### config.mk
export PLATFORM = sky130hd
export DESIGN_NAME = instr_encoder
export DESIGN_NICKNAME = d
export VERILOG_FILES = /design/src/rtl/instr_encoder.sv
export SDC_FILE = /design/constraint.sdc
export NUM_CORES = 1
export LEC_CHECK = 0
export ABC_AREA = 1
export BUFFER_PORTS_ARGS = -buffer_cell sky130_fd_sc_hd__buf_2
export CAP_MARGIN = 0
export CORE_UTILIZATION = 59
export CTS_CLUSTER_SIZE = 12
export DETAILED_ROUTE_END_ITERATION = 10
export HOLD_SLACK_MARGIN = 0.1
export PLACE_DENSITY = 0.8
export SYNTH_ARGS = -nofsm -noshare
export SYNTH_HDL_FRONTEND = slang
export SYNTH_SLANG_ARGS = --single-unit
### constraint.sdc
create_clock -name clk -period 3.9 [get_ports clk]
set_input_delay 0.195 -clock clk [delete_from_list [all_inputs] [get_ports clk]]
set_output_delay 0.195 -clock clk [all_outputs]
set_load 0.02 [all_outputs]
### src/rtl/instr_encoder.sv
// Sequential ARM-subset instruction encoder with a running byte address for imem fill.
// Optional macro INSTR_ENCODER_PC_REL_EN: branch req_value is an absolute byte target.
module instr_encoder #(
    parameter int ADDR_WIDTH = 8,
    parameter int BASE_ADDR  = 0
) (
    input  logic                  clk,
    input  logic                  reset,
    input  logic                  req_valid,
    output logic                  req_ready,
    input  logic [1:0]            req_class,
    input  logic [3:0]            req_cmd,
    input  logic [3:0]            req_cond,
    input  logic                  req_set_flags,
    input  logic                  req_load,
    input  logic                  req_use_imm,
    input  logic [3:0]            req_rn,
    input  logic [3:0]            req_rd,
    input  logic [3:0]            req_rm,
    input  logic [31:0]           req_value,
    output logic                  out_valid,
    input  logic                  out_ready,
    output logic [31:0]           out_word,
    output logic                  out_error,
    output logic [ADDR_WIDTH-1:0] out_addr
);

    localparam logic [ADDR_WIDTH-1:0] BASE = ADDR_WIDTH'(BASE_ADDR);

`ifdef INSTR_ENCODER_PC_REL_EN
    typedef enum logic [1:0] {IDLE = 2'd0, SEARCH = 2'd1, EMIT = 2'd2, CALC = 2'd3} state_t;
`else
    typedef enum logic [1:0] {IDLE = 2'd0, SEARCH = 2'd1, EMIT = 2'd2} state_t;
`endif

    state_t                  state_q, state_d;
    logic [3:0]              rot_q, rot_d;
    logic [3:0]              cond_q, cond_d;
    logic [3:0]              cmd_q, cmd_d;
    logic                    s_q, s_d;
    logic [3:0]              rn_q, rn_d;
    logic [3:0]              rd_q, rd_d;
    logic [31:0]             value_q, value_d;
    logic [31:0]             out_word_q, out_word_d;
    logic                    out_error_q, out_error_d;
    logic [ADDR_WIDTH-1:0]   out_addr_q, out_addr_d;
    logic                    req_ready_q, req_ready_d;
    logic                    out_valid_q, out_valid_d;

    logic                    cmd_ok;
    logic [31:0]             mem_abs;
    logic [31:0]             acc_word;
    logic                    acc_err;
    logic                    acc_search;
    logic                    acc_calc;
    logic [4:0]              rol_amt;
    logic [31:0]             rot_val;
    logic                    rot_hit;

    // Classify and encode a request straight from the request inputs at accept time.
    always_comb begin
        cmd_ok     = (req_cmd == 4'b0100) || (req_cmd == 4'b0010) ||
                     (req_cmd == 4'b0000) || (req_cmd == 4'b1100);
        mem_abs    = req_value[31] ? (~req_value + 32'd1) : req_value;
        acc_word   = 32'h0;
        acc_err    = 1'b0;
        acc_search = 1'b0;
        acc_calc   = 1'b0;
        case (req_class)
            2'b00: begin
                if (!cmd_ok)
                    acc_err = 1'b1;
                else if (req_use_imm)
                    acc_search = 1'b1;
                else
                    acc_word = {req_cond, 2'b00, 1'b0, req_cmd, req_set_flags,
                                req_rn, req_rd, 8'h00, req_rm};
            end
            2'b01: begin
                if (req_use_imm) begin
                    if (mem_abs[31:12] != 20'h0)
                        acc_err = 1'b1;
                    else
                        acc_word = {req_cond, 2'b01, 1'b0, 1'b1, ~req_value[31], 2'b00,
                                    req_load, req_rn, req_rd, mem_abs[11:0]};
                end else begin
                    acc_word = {req_cond, 2'b01, 1'b1, 1'b1, 1'b1, 2'b00,
                                req_load, req_rn, req_rd, 8'h00, req_rm};
                end
            end
            2'b10: begin
`ifdef INSTR_ENCODER_PC_REL_EN
                acc_calc = 1'b1;
`else
                if ((req_value[31:23] != 9'h000) && (req_value[31:23] != 9'h1FF))
                    acc_err = 1'b1;
                else
                    acc_word = {req_cond, 4'b1010, req_value[23:0]};
`endif
            end
            default: acc_err = 1'b1;
        endcase
    end

    // A rotation of 2*rot left yields the candidate imm8 when the top 24 bits are clear.
    always_comb begin
        rol_amt = {rot_q, 1'b0};
        rot_val = (value_q << rol_amt) | (value_q >> (6'd32 - {1'b0, rol_amt}));
        rot_hit = (rot_val[31:8] == 24'h0);
    end

`ifdef INSTR_ENCODER_PC_REL_EN
    logic signed [31:0] br_diff;
    logic signed [31:0] br_off;
    logic               br_err;

    always_comb begin
        br_diff = $signed(value_q - 32'(out_addr_q) - 32'd8);
        br_off  = br_diff >>> 2;
        br_err  = (value_q[1:0] != 2'b00) ||
                  ((br_off[31:23] != 9'h000) && (br_off[31:23] != 9'h1FF));
    end
`endif

    always_comb begin
        state_d     = state_q;
        rot_d       = rot_q;
        cond_d      = cond_q;
        cmd_d       = cmd_q;
        s_d         = s_q;
        rn_d        = rn_q;
        rd_d        = rd_q;
        value_d     = value_q;
        out_word_d  = out_word_q;
        out_error_d = out_error_q;
        out_addr_d  = out_addr_q;
        case (state_q)
            IDLE: begin
                if (req_valid) begin
                    cond_d  = req_cond;
                    cmd_d   = req_cmd;
                    s_d     = req_set_flags;
                    rn_d    = req_rn;
                    rd_d    = req_rd;
                    value_d = req_value;
                    rot_d   = 4'd0;
                    if (acc_search) begin
                        state_d = SEARCH;
`ifdef INSTR_ENCODER_PC_REL_EN
                    end else if (acc_calc) begin
                        state_d = CALC;
`endif
                    end else begin
                        state_d     = EMIT;
                        out_word_d  = acc_err ? 32'h0 : acc_word;
                        out_error_d = acc_err;
                    end
                end
            end
            SEARCH: begin
                if (rot_hit) begin
                    state_d     = EMIT;
                    out_word_d  = {cond_q, 2'b00, 1'b1, cmd_q, s_q, rn_q, rd_q,
                                   rot_q, rot_val[7:0]};
                    out_error_d = 1'b0;
                end else if (rot_q == 4'd15) begin
                    state_d     = EMIT;
                    out_word_d  = 32'h0;
                    out_error_d = 1'b1;
                end else begin
                    rot_d = rot_q + 4'd1;
                end
            end
`ifdef INSTR_ENCODER_PC_REL_EN
            CALC: begin
                state_d     = EMIT;
                out_word_d  = br_err ? 32'h0 : {cond_q, 4'b1010, br_off[23:0]};
                out_error_d = br_err;
            end
`endif
            EMIT: begin
                if (out_ready) begin
                    state_d = IDLE;
                    if (!out_error_q)
                        out_addr_d = out_addr_q + ADDR_WIDTH'(4);
                end
            end
            default: state_d = IDLE;
        endcase
        req_ready_d = (state_d == IDLE);
        out_valid_d = (state_d == EMIT);
    end

    always_ff @(posedge clk) begin
        if (reset) begin
            state_q     <= IDLE;
            rot_q       <= 4'd0;
            cond_q      <= 4'd0;
            cmd_q       <= 4'd0;
            s_q         <= 1'b0;
            rn_q        <= 4'd0;
            rd_q        <= 4'd0;
            value_q     <= 32'h0;
            out_word_q  <= 32'h0;
            out_error_q <= 1'b0;
            out_addr_q  <= BASE;
            req_ready_q <= 1'b1;
            out_valid_q <= 1'b0;
        end else begin
            state_q     <= state_d;
            rot_q       <= rot_d;
            cond_q      <= cond_d;
            cmd_q       <= cmd_d;
            s_q         <= s_d;
            rn_q        <= rn_d;
            rd_q        <= rd_d;
            value_q     <= value_d;
            out_word_q  <= out_word_d;
            out_error_q <= out_error_d;
            out_addr_q  <= out_addr_d;
            req_ready_q <= req_ready_d;
            out_valid_q <= out_valid_d;
        end
    end

    assign req_ready = req_ready_q;
    assign out_valid = out_valid_q;
    assign out_word  = out_word_q;
    assign out_error = out_error_q;
    assign out_addr  = out_addr_q;

endmodule

### Word-level counts from Yosys, hierarchy flattened

Index checks and enable logic that the tools add are counted.

* logic and storage cells: 90
* register bits: 98
* output and inout port bits: 43
* input port bits: 61

* shift operators: 2
* reductions and logical operators: 16
* muxes and demuxes: 36
* bitwise operators: 4
* eq/ne operators: 15
* $add $sub $neg: 4

Operators by type and width (number)
* $mux 32: 11
* $pmux 32 s3: 1
* $pmux 32 s2: 1
* $add 32x1->32 const B: 1
* $not 32->32: 1
* $or 32x32->32: 1
* $shl 32x5->32: 1
* $shr 32x6->32: 1
* $logic_not 24->1: 1
* $reduce_bool 20->1: 1
* $mux 4: 3
* $mux 1: 11
* $mux 2: 5
* $ne 9x9->1 const B: 1
* $reduce_bool 9->1: 1
* $add 8x3->8 const B: 1
* $eq 4x4->1 const B: 2
* $ne 2x2->1 const B: 4
* $pmux 4 s2: 1
* $reduce_and 4->1: 2
* $eq 2x2->1 const B: 3
* $logic_not 2->1: 3
* $pmux 2 s3: 1
* $sub 6x5->6 const A: 1
* other kinds (14): 18

### Logic depth before layout (Yosys ltp)

* word-level depth: 11
* gate-level depth with buffers: 27

### Least setup slack after synthesis

No wires, ideal clock.

* path type: register -> register
* start: reg rot_q[1]
* end: reg out_word_q[4], in the netlist out_word[4]
* cell stages (with the launch flop): 27
* required time: 3785 ps
* data arrival time: 2730 ps
* setup slack: 1055 ps
* library setup time: 115 ps
* cells stage by stage: dfxtp_1 > buf_2 > inv_2 > buf_4 > ha_1 > buf_2 > inv_2 > buf_4 > buf_4 > nand3_1 > nand2_1 > nand3_1 > nor2_1 > nand2_1 > nand2_1 > nand3_1 > nand2_1 > nand2_1 > nand2_4 > nand2_2 > nand2_1 > nand2_2 > nand2_4 > buf_6 > nand2_1 > nor2_1 > nor2_1

* longest elaborated chain between the ends: 6

RTL lines
* start: declaration: line 37 `logic [3:0] rot_q, rot_d;`
* start signal: assignment: line 211 `rot_q <= rot_d;`
* $sub 6x5->6: line 108 `rot_val = (value_q << rol_amt) | (value_q >> (6'd32 - {1'b0, rol_amt}));`
* $shr 32x6->32: line 108
* $or 32x32->32: line 108
* $logic_not 24->1: line 109 `rot_hit = (rot_val[31:8] == 24'h0);`
* $ne 3x3->1 (no source line) or $mux 32 (tied branches)
* $reduce_and 4->1 (no source line) or $pmux 32 s2 (tied branches)
* end signal: assignment: line 218 `out_word_q <= out_word_d;`
* end: declaration: line 44 `logic [31:0] out_word_q, out_word_d;`

Several ways; a longest one is shown, not always the timed one.
A chain may end at the register's enable or synchronous reset.

### Final worst setup path

* start: reg rot_q[0]
* end: reg out_word_q[13], in the netlist out_word[13]

Same word-level chain as after synthesis.

==> impl_metrics.json <==
{
  "p_comb_frac": 0.243,
  "fmax_mhz": 297,
  "grt_pass1_wl_mm": 37.0,
  "drc": 0,
  "fin_nets": 1396,
  "swShare": 0.345,
  "timing.rr.start": "rot_q[0]",
  "clockBufferDepth": 2,
  "grt_pass1_vias": 7291,
  "timing.final.crit_period_ns": 3.37,
  "setup_viol": 0,
  "critPathCaptureType": "flop",
  "hold_viol_final": 0,
  "syn_inst": 1269,
  "cts_buffers": 9,
  "via_count": 8589,
  "pwr_density_cell_mw_per_mm2": 337,
  "rsz0062_at_grt": "false",
  "fin_crit_sh": 0.863,
  "final_cell_mix": "341 x nand2_1, 190 x nor2_1, 146 x nand3_1",
  "clkPwrFrac": 0.351,
  "crit_fanout": 29,
  "drt_pass1_iterations": 5,
  "criticalPathCategory": "reg -> reg",
  "dieArea_sq_mm": 0.0130,
  "fillers": 1244,
  "root_buffer": "clkbuf_16",
  "dieHeight_um": 114,
  "die_x_um": 114,
  "drt_iter0_drc": 829,
  "netlist_area_sq_mm": 0.00738,
  "pre_cts_ws_ns": 0.642,
  "synth.distinct_cells": 46,
  "grt_usage": 0.362,
  "worstMarginPinSlew_ns": 0.725,
  "peakVddDrop_mv": 0.288,
  "num_antenna_cells": 0,
  "fin_skew_ns": 0.0144,
  "syn2layout_area_growth_pct": 10.3,
  "routedWlPerCell_um": 15.3,
  "yosysWarnings": 0,
  "p_seq_frac": 0.406,
  "cts_tree": "yes",
  "dp_hpwl_mm": 17.7,
  "switchingPower_mw": 0.945,
  "cts_sinks": 96,
  "startpoint_type": "flop",
  "seq_area_sq_mm": 0.00192,
  "fin_ws_ns": 0.535,
  "routed_wl_mm": 23.0,
  "p_leak_nw": 3.96,
  "drive_above_1_share": 0.134,
  "multi_input_area_sq_mm": 0.00467,
  "io_buffers": 101,
  "ant_nets": 0,
  "path_clk_slew_ns": 0.08,
  "crit_arrival_ns": 3.65,
  "synth.avg_cell_area_sq_um": 5.82,
  "rows": 40,
  "ctsHtreeMaxLevel": 3,
  "outcome": "finished clean",
  "final_common_cell": "nand2_1",
  "synth-seq-area-share": 0.260,
  "place_congestion": 1.03,
  "globalRouteOverflowTotal": 0,
  "viasPerCell": 5.71,
  "reg2reg_slack_ns": 0.53,
  "slew_headroom": 0.516,
  "pin_count": 104,
  "synth_seq_cells": 96,
  "hold_start": "req_cond[3]",
  "cap_viol_max_count": 0,
  "worstHoldPathType": "in -> reg",
  "clock_latency_ns": 0.36,
  "required_ns": 4.18,
  "core_area_sq_mm": 0.0121,
  "crit_start": "rot_q[0]",
  "power.internal_mw": 1.80,
  "finalSetupTns_ns": 0,
  "start_util": 0.610,
  "antenna_found_initial": 0,
  "grt_max_degree": 68,
  "drv_slew": 0
}
## metal layers
metal,up-vias,GRT usage,part of all wire,wire length [um]
li1,4273,-,-,-
met1,3842,0.531,0.46,10500
met2,419,0.536,0.42,9720
met3,55,0.0595,0.092,2120
met4,0,0.122,0.030,684
met5,-,0,0,0
## repair_timing
| item | in CTS | in global routing |
|---|---|---|
| hold endpoints to repair | 1 | 0 |
| hold buffers | 1 | 0 |
| resized for setup | 0 | 0 |
| buffers inserted | 0 | 0 |
## final timing paths
kind	to	cells after the start
max reg2reg	out_word[13]	19
min reg2reg	cond_q[0]	2
min	out_word[31]	3
max	out_word[13]	19
## per-stage QoR
step	util	hold WS, ns	total power [mW]	std cells	instance area [sq um]
floorplan	-	0.323	1.59	1270	7390
global placement	0.645	0.438	1.78	1487	7810
detailed placement	0.645	0.444	1.78	1487	7810
CTS	0.672	0.106	2.74	1504	8140
global route	0.672	0.111	2.87	1504	8140
finish	0.672	0.114	2.74	1504	8140
## final cells by class
cell class,instances,share of cell area
inverters,113,0.0526
flip-flops and latches,96,0.236
repair buffers,112,0.0725
clock buffers,9,0.0277
clock inverters,7,0.0120
multi-input cells,999,0.573
well taps,168,0.0258
## critical path: stages (launching register included)
cell and delay, ns:
dfxtp_1 0.37, inv_4 0.10, ha_1 0.33, inv_2 0.38
nand3_1 0.14, o21ai_1 0.14, nand2_1 0.08, nor2_1 0.14
nand2_1 0.07, nand2_1 0.06, nand3_1 0.08, nand2_1 0.06
nand2_1 0.12, nand2_4 0.17, nand2_2 0.08, nand3_2 0.21
nand2_2 0.36, nand2_1 0.17, nand2_1 0.08, a21oi_1 0.15
## cell families (layout without fill, tap and decap cells)
family / after synthesis / in the layout / share of synthesized area
AOI/OAI and AO/OA: 235 / 235 / 0.173
xor gates and xnor gates: 12 / 12 / 0.0142
adders and majority gates: 4 / 4 / 0.00678
buffers and inverters: 175 / 241 / 0.108
DFF: 96 / 96 / 0.260
other: 1 / 2 / 0.000508
and+or+nand+nor: 746 / 746 / 0.438
## Yosys cell counts (all sizes together)
cell	count	area share
inv	110	0.056
o21bai	1	0.0015
nand3	151	0.11
nand4	20	0.017
a211oi	1	0.0010
dfxtp	96	0.26
a32o	2	0.0027
o32ai	2	0.0024
o21a	2	0.0020
o31ai	1	0.0010
a31oi	2	0.0017
buf	39	0.038
nor3	4	0.0027
xor2	12	0.014
a221o	1	0.0014
ha	4	0.0068
o211a	1	0.0014
clkinv	3	0.0017
nor2	200	0.11
nand2	361	0.19
conb	1	0.00051
nor4	1	0.00085
o22ai	9	0.0076
o211ai	6	0.0061
clkbuf	23	0.012
o21ai	128	0.089
nand3b	5	0.0051
o221ai	2	0.0024
a21oi	77	0.053
and2	4	0.0034
## registers in the layout (all words and copies together) (netlist names), 2 cells and up
signal	count
value_q	32
out_addr	6
cond_q	4
cmd_q	4
out_word	32
rot_q	4
rn_q	4
rd_q	4
state_q	2
## power by group through the flow
stage | logic (mW) | registers (mW) | clock network, mW
5_1_grt | 0.747 | 1.12 | 1.01
4_1_cts | 0.658 | 1.11 | 0.970
3_5_place_dp | 0.652 | 1.13 | 0
6_report | 0.667 | 1.11 | 0.962
3_3_place_gp | 0.649 | 1.13 | 0
2_1_floorplan | 0.433 | 1.16 | 0
Power figures use the tool's default switching activity.
